[src/rtl/wb_stage.sv]
// MEM/WB pipeline register and writeback datapath for the RV32I pipeline.
// Latency: MEM inputs captured on posedge clk_i appear on rd_* in the following cycle.
// Backpressure: stall_i holds every WB field and the retire counter; flush_i loads a bubble and overrides stall_i.
//
// Ports:
//   clk_i, rst_ni         clock, asynchronous active-low reset
//   stall_i, flush_i      pipeline hold / kill of the incoming MEM instruction
//   mem_*_i               MEM-stage results (valid, rd write enable/address, wb select,
//                         ALU result / load address, PC, U-immediate, raw load word, funct3)
//   rd_wren_o/addr_o/data_o  regfile write port (address and data forced to 0 when not writing)
//   wb_valid_o            WB holds a real instruction
//   instret_o             retired-instruction counter
// Optional macro WB_STAGE_BYPASS_EN adds rs1/rs2 WB->ID bypass muxes
// (rs1_addr_i, rs2_addr_i, rs1_raw_i, rs2_raw_i, rs1_byp_o, rs2_byp_o).

module wb_stage #(
  parameter int DATA_WIDTH = 32,
  parameter int ADDR_WIDTH = 5,
  parameter int CNT_WIDTH  = 32
) (
  input  logic                  clk_i,
  input  logic                  rst_ni,
  input  logic                  stall_i,
  input  logic                  flush_i,
  input  logic                  mem_valid_i,
  input  logic                  mem_rd_wren_i,
  input  logic [ADDR_WIDTH-1:0] mem_rd_addr_i,
  input  logic [1:0]            mem_wb_sel_i,
  input  logic [DATA_WIDTH-1:0] mem_alu_data_i,
  input  logic [DATA_WIDTH-1:0] mem_pc_i,
  input  logic [DATA_WIDTH-1:0] mem_imm_i,
  input  logic [DATA_WIDTH-1:0] mem_ld_data_i,
  input  logic [2:0]            mem_funct3_i,
`ifdef WB_STAGE_BYPASS_EN
  input  logic [ADDR_WIDTH-1:0] rs1_addr_i,
  input  logic [ADDR_WIDTH-1:0] rs2_addr_i,
  input  logic [DATA_WIDTH-1:0] rs1_raw_i,
  input  logic [DATA_WIDTH-1:0] rs2_raw_i,
  output logic [DATA_WIDTH-1:0] rs1_byp_o,
  output logic [DATA_WIDTH-1:0] rs2_byp_o,
`endif
  output logic                  rd_wren_o,
  output logic [ADDR_WIDTH-1:0] rd_addr_o,
  output logic [DATA_WIDTH-1:0] rd_data_o,
  output logic                  wb_valid_o,
  output logic [CNT_WIDTH-1:0]  instret_o
);

  localparam logic [1:0] SEL_ALU  = 2'd0;
  localparam logic [1:0] SEL_LOAD = 2'd1;
  localparam logic [1:0] SEL_PC4  = 2'd2;

  logic                  valid;
  logic                  wren;
  logic [ADDR_WIDTH-1:0] rd_addr;
  logic [1:0]            wb_sel;
  logic [DATA_WIDTH-1:0] alu_data;
  logic [DATA_WIDTH-1:0] pc;
  logic [DATA_WIDTH-1:0] imm;
  logic [DATA_WIDTH-1:0] ld_data;
  logic [2:0]            funct3;
  logic [CNT_WIDTH-1:0]  instret;

  // Only valid is cleared on flush; the payload fields are don't-care
  // behind a bubble, so they simply hold.
  always_ff @(posedge clk_i or negedge rst_ni) begin
    if (!rst_ni) begin
      valid    <= 1'b0;
      wren     <= 1'b0;
      rd_addr  <= '0;
      wb_sel   <= '0;
      alu_data <= '0;
      pc       <= '0;
      imm      <= '0;
      ld_data  <= '0;
      funct3   <= '0;
    end else if (flush_i) begin
      valid    <= 1'b0;
    end else if (!stall_i) begin
      valid    <= mem_valid_i;
      wren     <= mem_rd_wren_i;
      rd_addr  <= mem_rd_addr_i;
      wb_sel   <= mem_wb_sel_i;
      alu_data <= mem_alu_data_i;
      pc       <= mem_pc_i;
      imm      <= mem_imm_i;
      ld_data  <= mem_ld_data_i;
      funct3   <= mem_funct3_i;
    end
  end

  // The instruction sitting in WB retires on the edge it leaves the stage,
  // whether or not the incoming one is flushed.
  always_ff @(posedge clk_i or negedge rst_ni) begin
    if (!rst_ni) begin
      instret <= '0;
    end else if (valid && !stall_i) begin
      instret <= instret + CNT_WIDTH'(1);
    end
  end

  logic [7:0]            ld_byte;
  logic [15:0]           ld_half;
  logic [DATA_WIDTH-1:0] ld_ext;

  always_comb begin
    ld_byte = 8'h00;
    case (alu_data[1:0])
      2'd0: ld_byte = ld_data[7:0];
      2'd1: ld_byte = ld_data[15:8];
      2'd2: ld_byte = ld_data[23:16];
      default: ld_byte = ld_data[31:24];
    endcase
    // Misaligned halfword offsets are not trapped here; bit 0 is ignored.
    ld_half = alu_data[1] ? ld_data[31:16] : ld_data[15:0];

    ld_ext = ld_data;
    case (funct3)
      3'b000: ld_ext = {{(DATA_WIDTH-8){ld_byte[7]}}, ld_byte};
      3'b100: ld_ext = {{(DATA_WIDTH-8){1'b0}}, ld_byte};
      3'b001: ld_ext = {{(DATA_WIDTH-16){ld_half[15]}}, ld_half};
      3'b101: ld_ext = {{(DATA_WIDTH-16){1'b0}}, ld_half};
      default: ld_ext = ld_data;
    endcase
  end

  logic [DATA_WIDTH-1:0] wb_data;

  always_comb begin
    wb_data = imm;
    case (wb_sel)
      SEL_ALU:  wb_data = alu_data;
      SEL_LOAD: wb_data = ld_ext;
      SEL_PC4:  wb_data = pc + DATA_WIDTH'(4);
      default:  wb_data = imm;
    endcase
  end

  logic write;
  assign write = valid && wren && (rd_addr != '0);

  assign rd_wren_o  = write;
  assign rd_addr_o  = write ? rd_addr : '0;
  assign rd_data_o  = write ? wb_data : '0;
  assign wb_valid_o = valid;
  assign instret_o  = instret;

`ifdef WB_STAGE_BYPASS_EN
  // x0 can never match because rd_wren_o is already low for it.
  assign rs1_byp_o = (write && (rd_addr == rs1_addr_i)) ? wb_data : rs1_raw_i;
  assign rs2_byp_o = (write && (rd_addr == rs2_addr_i)) ? wb_data : rs2_raw_i;
`endif

endmodule

[config.mk]
export PLATFORM = sky130hd
export DESIGN_NAME = wb_stage
export DESIGN_NICKNAME = d
export VERILOG_FILES = /design/src/rtl/wb_stage.sv
export SDC_FILE = /design/constraint.sdc
export NUM_CORES = 1
export LEC_CHECK = 0
export CAP_MARGIN = 5
export CORE_ASPECT_RATIO = 0.75
export CORE_UTILIZATION = 24
export CTS_BUF_LIST = sky130_fd_sc_hd__clkbuf_16
export CTS_CLUSTER_DIAMETER = 150
export CTS_CLUSTER_SIZE = 20
export DETAILED_ROUTE_END_ITERATION = 10
export PLACE_DENSITY = 0.46
export SLEW_MARGIN = 20
export SYNTH_ARGS = -nofsm -noshare
export SYNTH_HDL_FRONTEND = slang
export SYNTH_SLANG_ARGS = --single-unit
[constraint.sdc]
create_clock -name clk_i -period 1.97 [get_ports clk_i]
set_input_delay 0.197 -clock clk_i [delete_from_list [all_inputs] [get_ports clk_i]]
set_output_delay 0.197 -clock clk_i [all_outputs]
set_load 0.01 [all_outputs]
== Word level (Yosys, flattened, before mapping) ==
Index checks and enable logic that the tools add are counted.

* Add/sub/neg operators: 2
* $mul: 0
* Div/mod/pow operators: 0
* Magnitude comparators: 0
* Eq/ne operators: 8
* Shift operators: 0
* Muxes and demuxes: 8
* Bitwise logic cells: 2
* Reductions and logical operators: 9

{| class="wikitable"
|+ Operators by type and width
! operator !! number
|-
| case mux 32 bit (4 select lines) || 1
|-
| case mux 32 bit (3 select lines) || 1
|-
| adder 32 x 1 -> 32 bit, second input constant || 1
|-
| adder 32 x 3 -> 32 bit, second input constant || 1
|-
| two-way mux 32 bit || 1
|-
| case mux 8 bit (3 select lines) || 1
|-
| two-way mux 16 bit || 1
|-
| == test 3 bit, second input constant || 2
|-
| two-way mux 5 bit || 1
|-
| nonzero test 5 bit || 1
|-
| == test 2 x 1 -> 1 bit, second input constant || 2
|-
| == test 2 bit, second input constant || 2
|-
| logical NOT 2 bit || 2
|-
| == test 3 x 1 -> 1 bit, second input constant || 1
|-
| logical AND 1 bit || 3
|-
| logical NOT 3 bit || 1
|-
| two-way mux 1 bit || 2
|-
| inequality test 2 x 1 -> 1 bit, second input constant || 1
|-
| NOT 1 bit || 2
|-
| AND reduction 2 bit || 1
|-
| logical NOT 1 bit || 1
|}

* Register bits after elaboration: 172
* Latch bits: 0
* Bits in writable memories: 0
* Memory bits (read-only): 0
* Input bits: 144
* Output and inout port bits: 71
* Word-level logic and storage cells: 39
* Memories kept: 0

== Longest topological paths before layout ==
* Depth after elaboration: 5
* Depth in mapped cells: 7
* Depth with buffers taken out: 6

== Worst setup path after synthesis ==
Ideal clock, no wire load.

* Kind: register to output
* Start: register alu_data[1]
* End: output rd_data_o[18]
* Arrival: 1.794 ns
* Path slack: -0.021 ns
* Cell stages (with the launch flop): 6
* Path buffers: 0
* Cell sequence: dfrtp_1 -> mux4_2 -> and3_4 -> a2111o_1 -> a221oi_2 -> nor2_1

* Cells in the longest elaborated chain, start to end: 5
* Elaborated cells between the ends (all ways): 8

{| class="wikitable"
|+ RTL lines
! what !! RTL line !! text
|-
| start, declared || 57 || <nowiki>logic [DATA_WIDTH-1:0] alu_data;</nowiki>
|-
| start signal, assigned || 84 || <nowiki>alu_data <= mem_alu_data_i;</nowiki>
|-
| == test 2 bit, or another cell as far along || 108 || <nowiki>case (alu_data[1:0])</nowiki>
|-
| case mux 8 bit (3 select lines) || 108 ||
|-
| case mux 32 bit (4 select lines) (*) || 118 || <nowiki>case (funct3)</nowiki>
|-
| case mux 32 bit (3 select lines) (*) || 131 || <nowiki>case (wb_sel)</nowiki>
|-
| two-way mux 32 bit (*) || 144 || <nowiki>assign rd_data_o = write ? wb_data : '0;</nowiki>
|-
| end, declared || 44 || <nowiki>output logic [DATA_WIDTH-1:0] rd_data_o,</nowiki>
|}

Every way passes the cells marked *; elsewhere a longest branch is shown, timed or not.

== Worst setup path after layout ==
Ends and elaborated chain as after synthesis.

==> reports/results.ini <==
[setup_path]
worstSetupPathType = reg -> out
startpoint_type = flop
worst_r2r_startpoint = wb_valid_o$_DFFE_PN0P_
worst_setup_path_end_kind = primary output
timing.critical_path.required_ns = 1.77
crit_start = alu_data[1]$_DFFE_PN0P_
data_arrival_time_of_the_critical_path_ns = 2.45
crit_path_max_fanout = 5

[global_routing]
grt_max_degree = 56
antenna_found_initial = 0
grt_first_pass_wirelength_um = 47400
globalRouteOverflowTotal = 0
track_usage = 0.170
first_global_vias = 7647

[clock_tree]
ctsRootBufferMaster = sky130_fd_sc_hd__clkbuf_16
inserted_clock_buffers = 17
clock_insertion_delay_worst_skew_ns = 0.44
clock_sink_count = 172
depth_of_the_cts_h_tree = 4
tritoncts_clock_tree = yes
cts-root-to-sink-buffers = 2
path_clk_slew_ns = 0.07

[synthesis]
ys_seq_area_frac = 0.495
synth-main-ff-cell = sky130_fd_sc_hd__dfrtp_1
yosysMostFrequentCell = sky130_fd_sc_hd__dfrtp_1
synth_edf_count = 0
post_synth_inst_count = 781
synth.yosys.warnings = 0
netlist_top_cells_count = sky130_fd_sc_hd__dfrtp_1, sky130_fd_sc_hd__mux2_2, sky130_fd_sc_hd__nand2_1
ys_ff_latch = 172
post_synth_instance_area_um2 = 8700
syn_avg_cell_area_um2 = 11.1
synth_top_area_share = 0.495
yosys.cell_types.count = 64
post_synth_main_area_contributors = sky130_fd_sc_hd__dfrtp_1, sky130_fd_sc_hd__mux2_2, sky130_fd_sc_hd__xnor2_1
postSynth.asyncResetShare = 1.00
postSynthNetCount = 927
synth.largest_area_cell = sky130_fd_sc_hd__dfrtp_1

[finish]
area_occupied_by_multi_input_gates_um2 = 4510
regArea_um2 = 4310
finish.utilization = 0.388
area_growth_syn_to_layout_pct = 57.1
layoutNonFillerInstCount = 1615
nFillCells = 3490
drive_above_1_share = 0.379
final_layout_net_count = 1291
antennaDiodeCount = 0

[route]
drc_errors = 0
post_drt_via_cell_ratio = 4.59
wl_per_cell_um = 19.2
drt-pass1-iter-count = 5
final_antenna_net_count = 0
via_count = 7407
drt-initial-drc-count = 386
routed_wl_um = 30900

[pwr]
ir_worst_vdd_mv = 0.437
total_power_draw_mw = 11.0
p_per_area_nw_per_um2 = 804
leakagePower_nw = 5.82

[floorplan]
die-area_um2 = 37000
core_um2 = 35200
chipWidth_um = 222
dieHeight_um = 167
design.portCount = 215
initial_core_utilization = 0.247
placementRows = 59

[sta]
worst_slew_margin_rel = 0.633
fin_crit_ns = 2.65
number_of_pins_exceeding_their_max_slew_limit_in_the_final_report = 0
maxClockFrequency_mhz = 377
post-route-worst-setup-slack_ns = -0.680
setup_violating_endpoint_count_in_the_final_report = 33
timing_worst_slew_pin_value_ns = 0.545
skew_ns = 0.00579
grt_setup_unrepaired = true
setup_total_negative_slack_ns = -18.64
hold_violations = 0
post-route-period-util = 1.35

[place]
dpl_worst_slack_ns = -0.649
place_hpwl_um = 23900
count_of_port_buffers_added_during_placement = 214
place.gp.congestion = 0.850
placed_cells_incl_taps = 1564

[run]
cap_violations = 0

[min_path]
holdCritPathClass = in -> async

[outcome]
status = finished, violations left
violations = negative setup slack

## power by group
group / switching, mW / internal, mW / leakage [nW]
clock: 1.60 / 2.02 / 0.289
sequential: 0.375 / 3.99 / 2.09
combinational: 1.34 / 1.68 / 3.44
## cells in the final DEF (no fill, tap or decap), types with 21 or more instances in the layout
cell type                         instances
sky130_fd_sc_hd__clkdlybuf4s50_1        175
sky130_fd_sc_hd__dfrtp_1                171
sky130_fd_sc_hd__buf_4                  146
sky130_fd_sc_hd__mux2_2                 135
sky130_fd_sc_hd__nand2_1                 66
sky130_fd_sc_hd__nor2_1                  36
sky130_fd_sc_hd__xnor2_1                 33
sky130_fd_sc_hd__a21oi_1                 26
sky130_fd_sc_hd__buf_2                   25
sky130_fd_sc_hd__nand3_1                 21
sky130_fd_sc_hd__xor2_1                  21
## critical path, cell delays in order, from the launching register on
cell and delay, ns:
sky130_fd_sc_hd__dfrtp_2 0.41, sky130_fd_sc_hd__mux4_2 0.54, sky130_fd_sc_hd__and3_4 0.20, sky130_fd_sc_hd__a2111o_1 0.36, sky130_fd_sc_hd__a221oi_2 0.28, sky130_fd_sc_hd__nor2_2 0.08, sky130_fd_sc_hd__buf_2 0.14
## worst paths after layout
check                                       endpoint  slack (ns)  cells after the start
setup / recovery                       rd_data_o[18]       -0.68                      6
hold / removal                   imm[24]$_DFFE_PN0P_        0.21                      2
setup reg to reg           instret_o[16]$_DFFE_PN0P_        0.12                      9
hold reg to reg            instret_o[31]$_DFFE_PN0P_        0.49                      1
max in group asynchronous          pc[4]$_DFFE_PN0P_        1.13                      3
min in group clk_i             wb_sel[0]$_DFFE_PN0P_        0.32                      3
## registers in the layout, summed over array words and instances, names as in the netlist
name / cells
wb_valid_o: 1
instret_o: 32
imm: 32
pc: 32
wren: 1
alu_data: 32
wb_sel: 2
ld_data: 32
funct3: 3
rd_addr: 5
## area by class of cell
class	instances	share of cell area
clock buffer	17	0.0311
clock inverter	15	0.0135
inverter	10	0.00275
multi-input combinational	554	0.330
sequential	172	0.315
tap	457	0.0418
timing repair buffer	390	0.266
## stage by stage
step           hold slack (ns)  cell area, um^2
2_1_floorplan          -0.0986             8700
3_3_place_gp             0.118            12600
3_5_place_dp             0.115            12600
4_1_cts                  0.190            13500
5_1_grt                  0.228            13700
6_report                 0.208            13700
## repair_timing
item                                    CTS  global route
hold endpoints to repair                 51             0
resized for setup                       212            41
gates cloned                              2             1
pin swaps                                38            17
hold buffers                              1             0
endpoints found under the setup margin   34            42
buffers inserted                         12             9
## routing by layer
metal,vias to the layer above,GRT usage,wire length (um)
met4,0,0.0257,176
met2,155,0.249,13400
met3,7,0.0386,1160
li1,3580,-,-
met1,3665,0.257,16200
met5,-,0,0
## logic make-up after synthesis
logic type      after synthesis  synth area share
compound gates              142             0.110
flops                       172             0.495
fa+ha+maj                     2           0.00288
buf+inv                      56            0.0259
simple gates                208             0.123
mux                         147             0.190
xor+xnor                     54            0.0544
(Power assumes the default switching activity.)
==> variant 1: new RTL, config.mk and constraints unchanged <==
The option `WB_STAGE_BYPASS_EN` is turned on by a define.
--- a/src/rtl/wb_stage.sv
+++ b/src/rtl/wb_stage.sv
@@ -12,6 +12,8 @@
 //   instret_o             retired-instruction counter
 // Optional macro WB_STAGE_BYPASS_EN adds rs1/rs2 WB->ID bypass muxes
 // (rs1_addr_i, rs2_addr_i, rs1_raw_i, rs2_raw_i, rs1_byp_o, rs2_byp_o).
+
+`define WB_STAGE_BYPASS_EN
 
 module wb_stage #(
   parameter int DATA_WIDTH = 32,
Ports: changed (6 added); port bits go from 215 to 353. No check against the original RTL was run, so the function may have changed too.
==> variant 1 against the original RTL <==
The flow still finishes with violations (setup timing). Power up 22%. Worst setup slack worse by 230 ps. Wire length up 53%. Synthesized cell count up 24%. Area after synthesis up 14%. Fmax down 8.0%. Sequential cell count unchanged. Cell area up 39%. Critical path type unchanged. Highest routed layer is now met5.
==> variant 1: results (changes against the original RTL) <==
- Initial DRC count: 496 (+28%)
- Top post-synthesis cells by count: dfrtp_1 (172), mux2_2 (163), nor2_1 (76)
- Slew HR: 0.697 (+0.0637)
- Vias in the first global route: 10600 (+38%)
- Internal power: 8.68 mW (+13%)
- Crit-path slowest cell: or4_4
- Worst R2R Start: instret_o[5]$_DFFE_PN0P_
- Worst r2r dst: instret_o[27]$_DFFE_PN0P_
- Hold_ws: 248 ps (+40.2 ps)
- Worst Skew: 9.90 ps (+4.11 ps)
- Mapped Avg Cell Area: 10.2 sq um (-8.1%)
- Post-CTS Resized: 621 (+190%)
- Routability cong.: 0.881 (+3.6%)
- Met3 WL post-DR: 1810 um (+57%)
- Setup crit end: rs1_byp_o[30]
- Failing checks: setup timing
- Core Region: 40800 sq um (+16%)
- DPL Wire Length: 36200 um (+51%)
- VDD IR max: 672 uV (+54%)
- Tot GR Track Use: 0.221 (+0.0504)
- Worst r2r path cells: 6 (-3)
- Filler instances: 3777 (+8.2%)
- Seq/Total Area, Yosys: 0.434 (-0.0607)
- Post-layout worst setup margin: -910 ps (-230 ps)
- Synthesized Nets: 1189 (+28%)
- CP max stage delay: 630 ps (+90 ps)
- Routed metal-1 wire length: 22600 um (+40%)
- Proportion of synthesized area in mux cells: 0.199 (+0.00911)
- Worst reg-to-reg setup slack: 210 ps (+90 ps)
- CP Data Arrival Time: 2680 ps (+230 ps)
- Routed met2 length: 22200 um (+66%)
- Post-placement cell area: 16300 sq um (+30%)
- Global Route met3 Usage: 0.0316 (-0.00707)
- Adder-cell area share of the yosys netlist: 0.00252 (-0.000353)
- Pre-CTS setup slack: -832 ps (-183 ps)
- Outcome: finished with violations
- Post-CTS Setup Bufs: 88 (+76)
- Area contributors post-synth: dfrtp_1 (43%), mux2_2 (19%), nor2_1 (2.9%)
- Dpl cells: 2009 (+28%)
- Max layer used: met5
- Via count: 10400 (+41%)
- Synth unique cells: 68 (+6.3%)
- Final setup fails: 99 (+200%)
- Initial antenna violation count: 5 (+5)
- Count of input and output buffers: 352 (+64%)
- Grt met2 use: 0.347 (+0.0982)
- Sum Neg Setup Slack: -71670 ps (-53030 ps)
- First-pass GRT wire length: 68400 um (+44%)
- Largest net degree at the start of global routing: 46 (-18%)
==> variant 1: critical path, delay by kind of cell, from the launching register on <==
kind,cells,cell delay [ps]
buf+inv,4,550
simple gates,3,910
flops,1,410
compound gates,2,360
==> variant 1: cell type report <==
type                            instances  area share
Clock inverter                         15     0.00893
Tap cell                              528      0.0347
Timing Repair Buffer                  678       0.337
Inverter                               13     0.00276
Antenna cell                            5    0.000657
Clock buffer                           17      0.0223
Sequential cell                       172       0.227
Multi-Input combinational cell        723       0.367
==> variant 1: power groups by stage <==
stage / sequential [mW] / clock [mW] / combinational (mW)
5_1_grt: 4.48 / 3.71 / 5.84
3_3_place_gp: 4.44 / 0 / 4.32
6_report: 4.42 / 3.48 / 5.51
2_1_floorplan: 4.37 / 0 / 1.89
4_1_cts: 4.40 / 3.59 / 5.05
3_5_place_dp: 4.44 / 0 / 4.34
==> variant 2: new RTL, config.mk and constraints unchanged <==
Made on the original files. Make the reset (`rst_ni`) synchronous in 2 clocked blocks. Comments in the files are not updated.
--- a/src/rtl/wb_stage.sv
+++ b/src/rtl/wb_stage.sv
@@ -63,7 +63,7 @@
 
   // Only valid is cleared on flush; the payload fields are don't-care
   // behind a bubble, so they simply hold.
-  always_ff @(posedge clk_i or negedge rst_ni) begin
+  always_ff @(posedge clk_i) begin
     if (!rst_ni) begin
       valid    <= 1'b0;
       wren     <= 1'b0;
@@ -91,7 +91,7 @@
 
   // The instruction sitting in WB retires on the edge it leaves the stage,
   // whether or not the incoming one is flushed.
-  always_ff @(posedge clk_i or negedge rst_ni) begin
+  always_ff @(posedge clk_i) begin
     if (!rst_ni) begin
       instret <= '0;
     end else if (valid && !stall_i) begin
Check against the original RTL: differs if rst_ni is asserted again (counterexample within 4 cycles, from zero or initial values and one cycle with rst_ni low); with rst_ni held inactive, the same outputs for 10 cycles.
==> variant 2 against the original RTL <==
The flow still finishes with violations (setup timing). Worst setup slack gained 90 ps. Final cell count grew 24%. Cell area grew 6.3%. Sequential cell count is the same. Critical path type unchanged. Area after synthesis grew 2.4%. Wire length grew 22%. Critical path depth grew 2.
Power is not compared: it rests on default switching activity, and its combinational part moved more than twofold at a synthesized area within 25%.
==> variant 2: results (changes against the original RTL) <==
- Crit Path Max Fanout: 4 (-1)
- Worst Skew: 9.10 ps (+3.31 ps)
- Vias in the first global route: 9191 (+20%)
- Failing checks: setup timing
- Fraction of area in multi-input gates: 0.406 (+0.0765)
- Pre-CTS setup slack: -660 ps (-10.2 ps)
- Via count: 9341 (+26%)
- Bufs w/o clock: 414 (+6.2%)
- Crit-path slowest cell: a222oi_1
- Antenna diodes: 2 (+2)
- Share of layout cells above drive strength 1: 0.265 (-0.114)
- DPL Wire Length: 28900 um (+21%)
- Routability cong.: 0.883 (+3.8%)
- Post-layout worst setup margin: -591 ps (+89.8 ps)
- Adder-cell area share of the yosys netlist: 0.00281 (-0.0000674)
- Tot GR Track Use: 0.202 (+0.0319)
- Synth Area in Compound Gates: 0.230 (+0.120)
- Logic inverters: 15 (+5)
- ClkCell Share: 0.0445 (-0.000152)
- Worst-Skew Late Latency: 460 ps (+20 ps)
- Global Route met3 Usage: 0.0441 (+0.00545)
- Class of the worst hold path: input port to register
- Slew HR: 0.672 (+0.0394)
- Final setup fails: 33 (unchanged)
- Area contributors post-synth: dfxtp_1 (39%), nand2_1 (14%), a21boi_0 (12%)
- Proportion of synthesized area in mux cells: 0.0194 (-0.171)
- Outcome: finished with violations
- Routed metal-1 wire length: 20100 um (+24%)
- Met3 WL post-DR: 2000 um (+73%)
- Seq/Total Area, Yosys: 0.386 (-0.108)
- Drt first pass iters: 6 (+1)
- First-pass GRT wire length: 57400 um (+21%)
- Synth Area in XOR/XNOR: 0.0482 (-0.00619)
- Count of multi-input combinational gates: 874 (+58%)
- Synth Warn #: 0 (unchanged)
- Asr flop ratio synth: 0 (-1.00)
- Initial antenna violation count: 3 (+3)
- Routed met2 length: 15000 um (+12%)
- Predominant post-synthesis flop cell: dfxtp_1
- Sequential share of cell area: 0.238 (-0.0769)
- Initial DRC count: 665 (+72%)
- Grt met2 use: 0.272 (+0.0225)
- Top post-synthesis cells by count: nand2_1 (331), dfxtp_1 (172), a21boi_0 (143)
- GR Util met1: 0.313 (+0.0563)
- Layout non-clock buf frac: 0.264 (-0.00236)
- Largest net degree at the start of global routing: 94 (+68%)
[variant 2: cell types whose count changed after synthesis, sizes merged, moves of 21 or more]
cell / delta
and2: +21
dfrtp: -172
mux2: -128
clkbuf: +35
nand2: +265
dfxtp: +172
a21boi: +136
[variant 2: power groups by stage]
| stage | Sequential [mW] | Clock, mW | Combinational, mW |
|---|---|---|---|
| after detailed placement | 3.81 | 0 | 1.14 |
| after global routing | 3.76 | 4.04 | 1.39 |
| after global placement | 3.81 | 0 | 1.14 |
| after floorplan | 3.76 | 0 | 0.463 |
| final | 3.75 | 3.80 | 1.28 |
| after CTS | 3.74 | 3.87 | 1.25 |
[variant 2: path summary, 6_finish.rpt]
check	start	endpoint	depth (start not counted)	slack, ps
hold / removal	rst_ni	instret_o[9]$_SDFFE_PN0P_	2	170
hold reg to reg	imm[0]$_SDFFE_PN0P_	imm[0]$_SDFFE_PN0P_	2	470
setup / recovery	alu_data[1]$_SDFFE_PN0P_	rd_data_o[28]	8	-590
setup reg to reg	wb_valid_o$_SDFFE_PP0N_	instret_o[25]$_SDFFE_PN0P_	6	150
[variant 2: through the flow]
stage / TNS, ps / power (mW) / hold slack, ps / cells / instance area (sq um)
2_1_floorplan: 0 / 4.22 / 273 / 1145 / 8910
3_3_place_gp: -18160 / 4.94 / 454 / 1953 / 12900
3_5_place_dp: -18100 / 4.95 / 460 / 1953 / 12900
4_1_cts: -16440 / 8.85 / 161 / 1996 / 14200
5_1_grt: -17780 / 9.19 / 174 / 2004 / 14500
6_report: -15290 / 8.83 / 167 / 2005 / 14500
[variant 2: what timing repair did]
item	4_1_cts	5_1_grt
buffers inserted	18	10
resized for setup	290	48
hold buffers	0	0
cloned	2	0
pin swaps	49	29
endpoints found under the setup margin	35	40
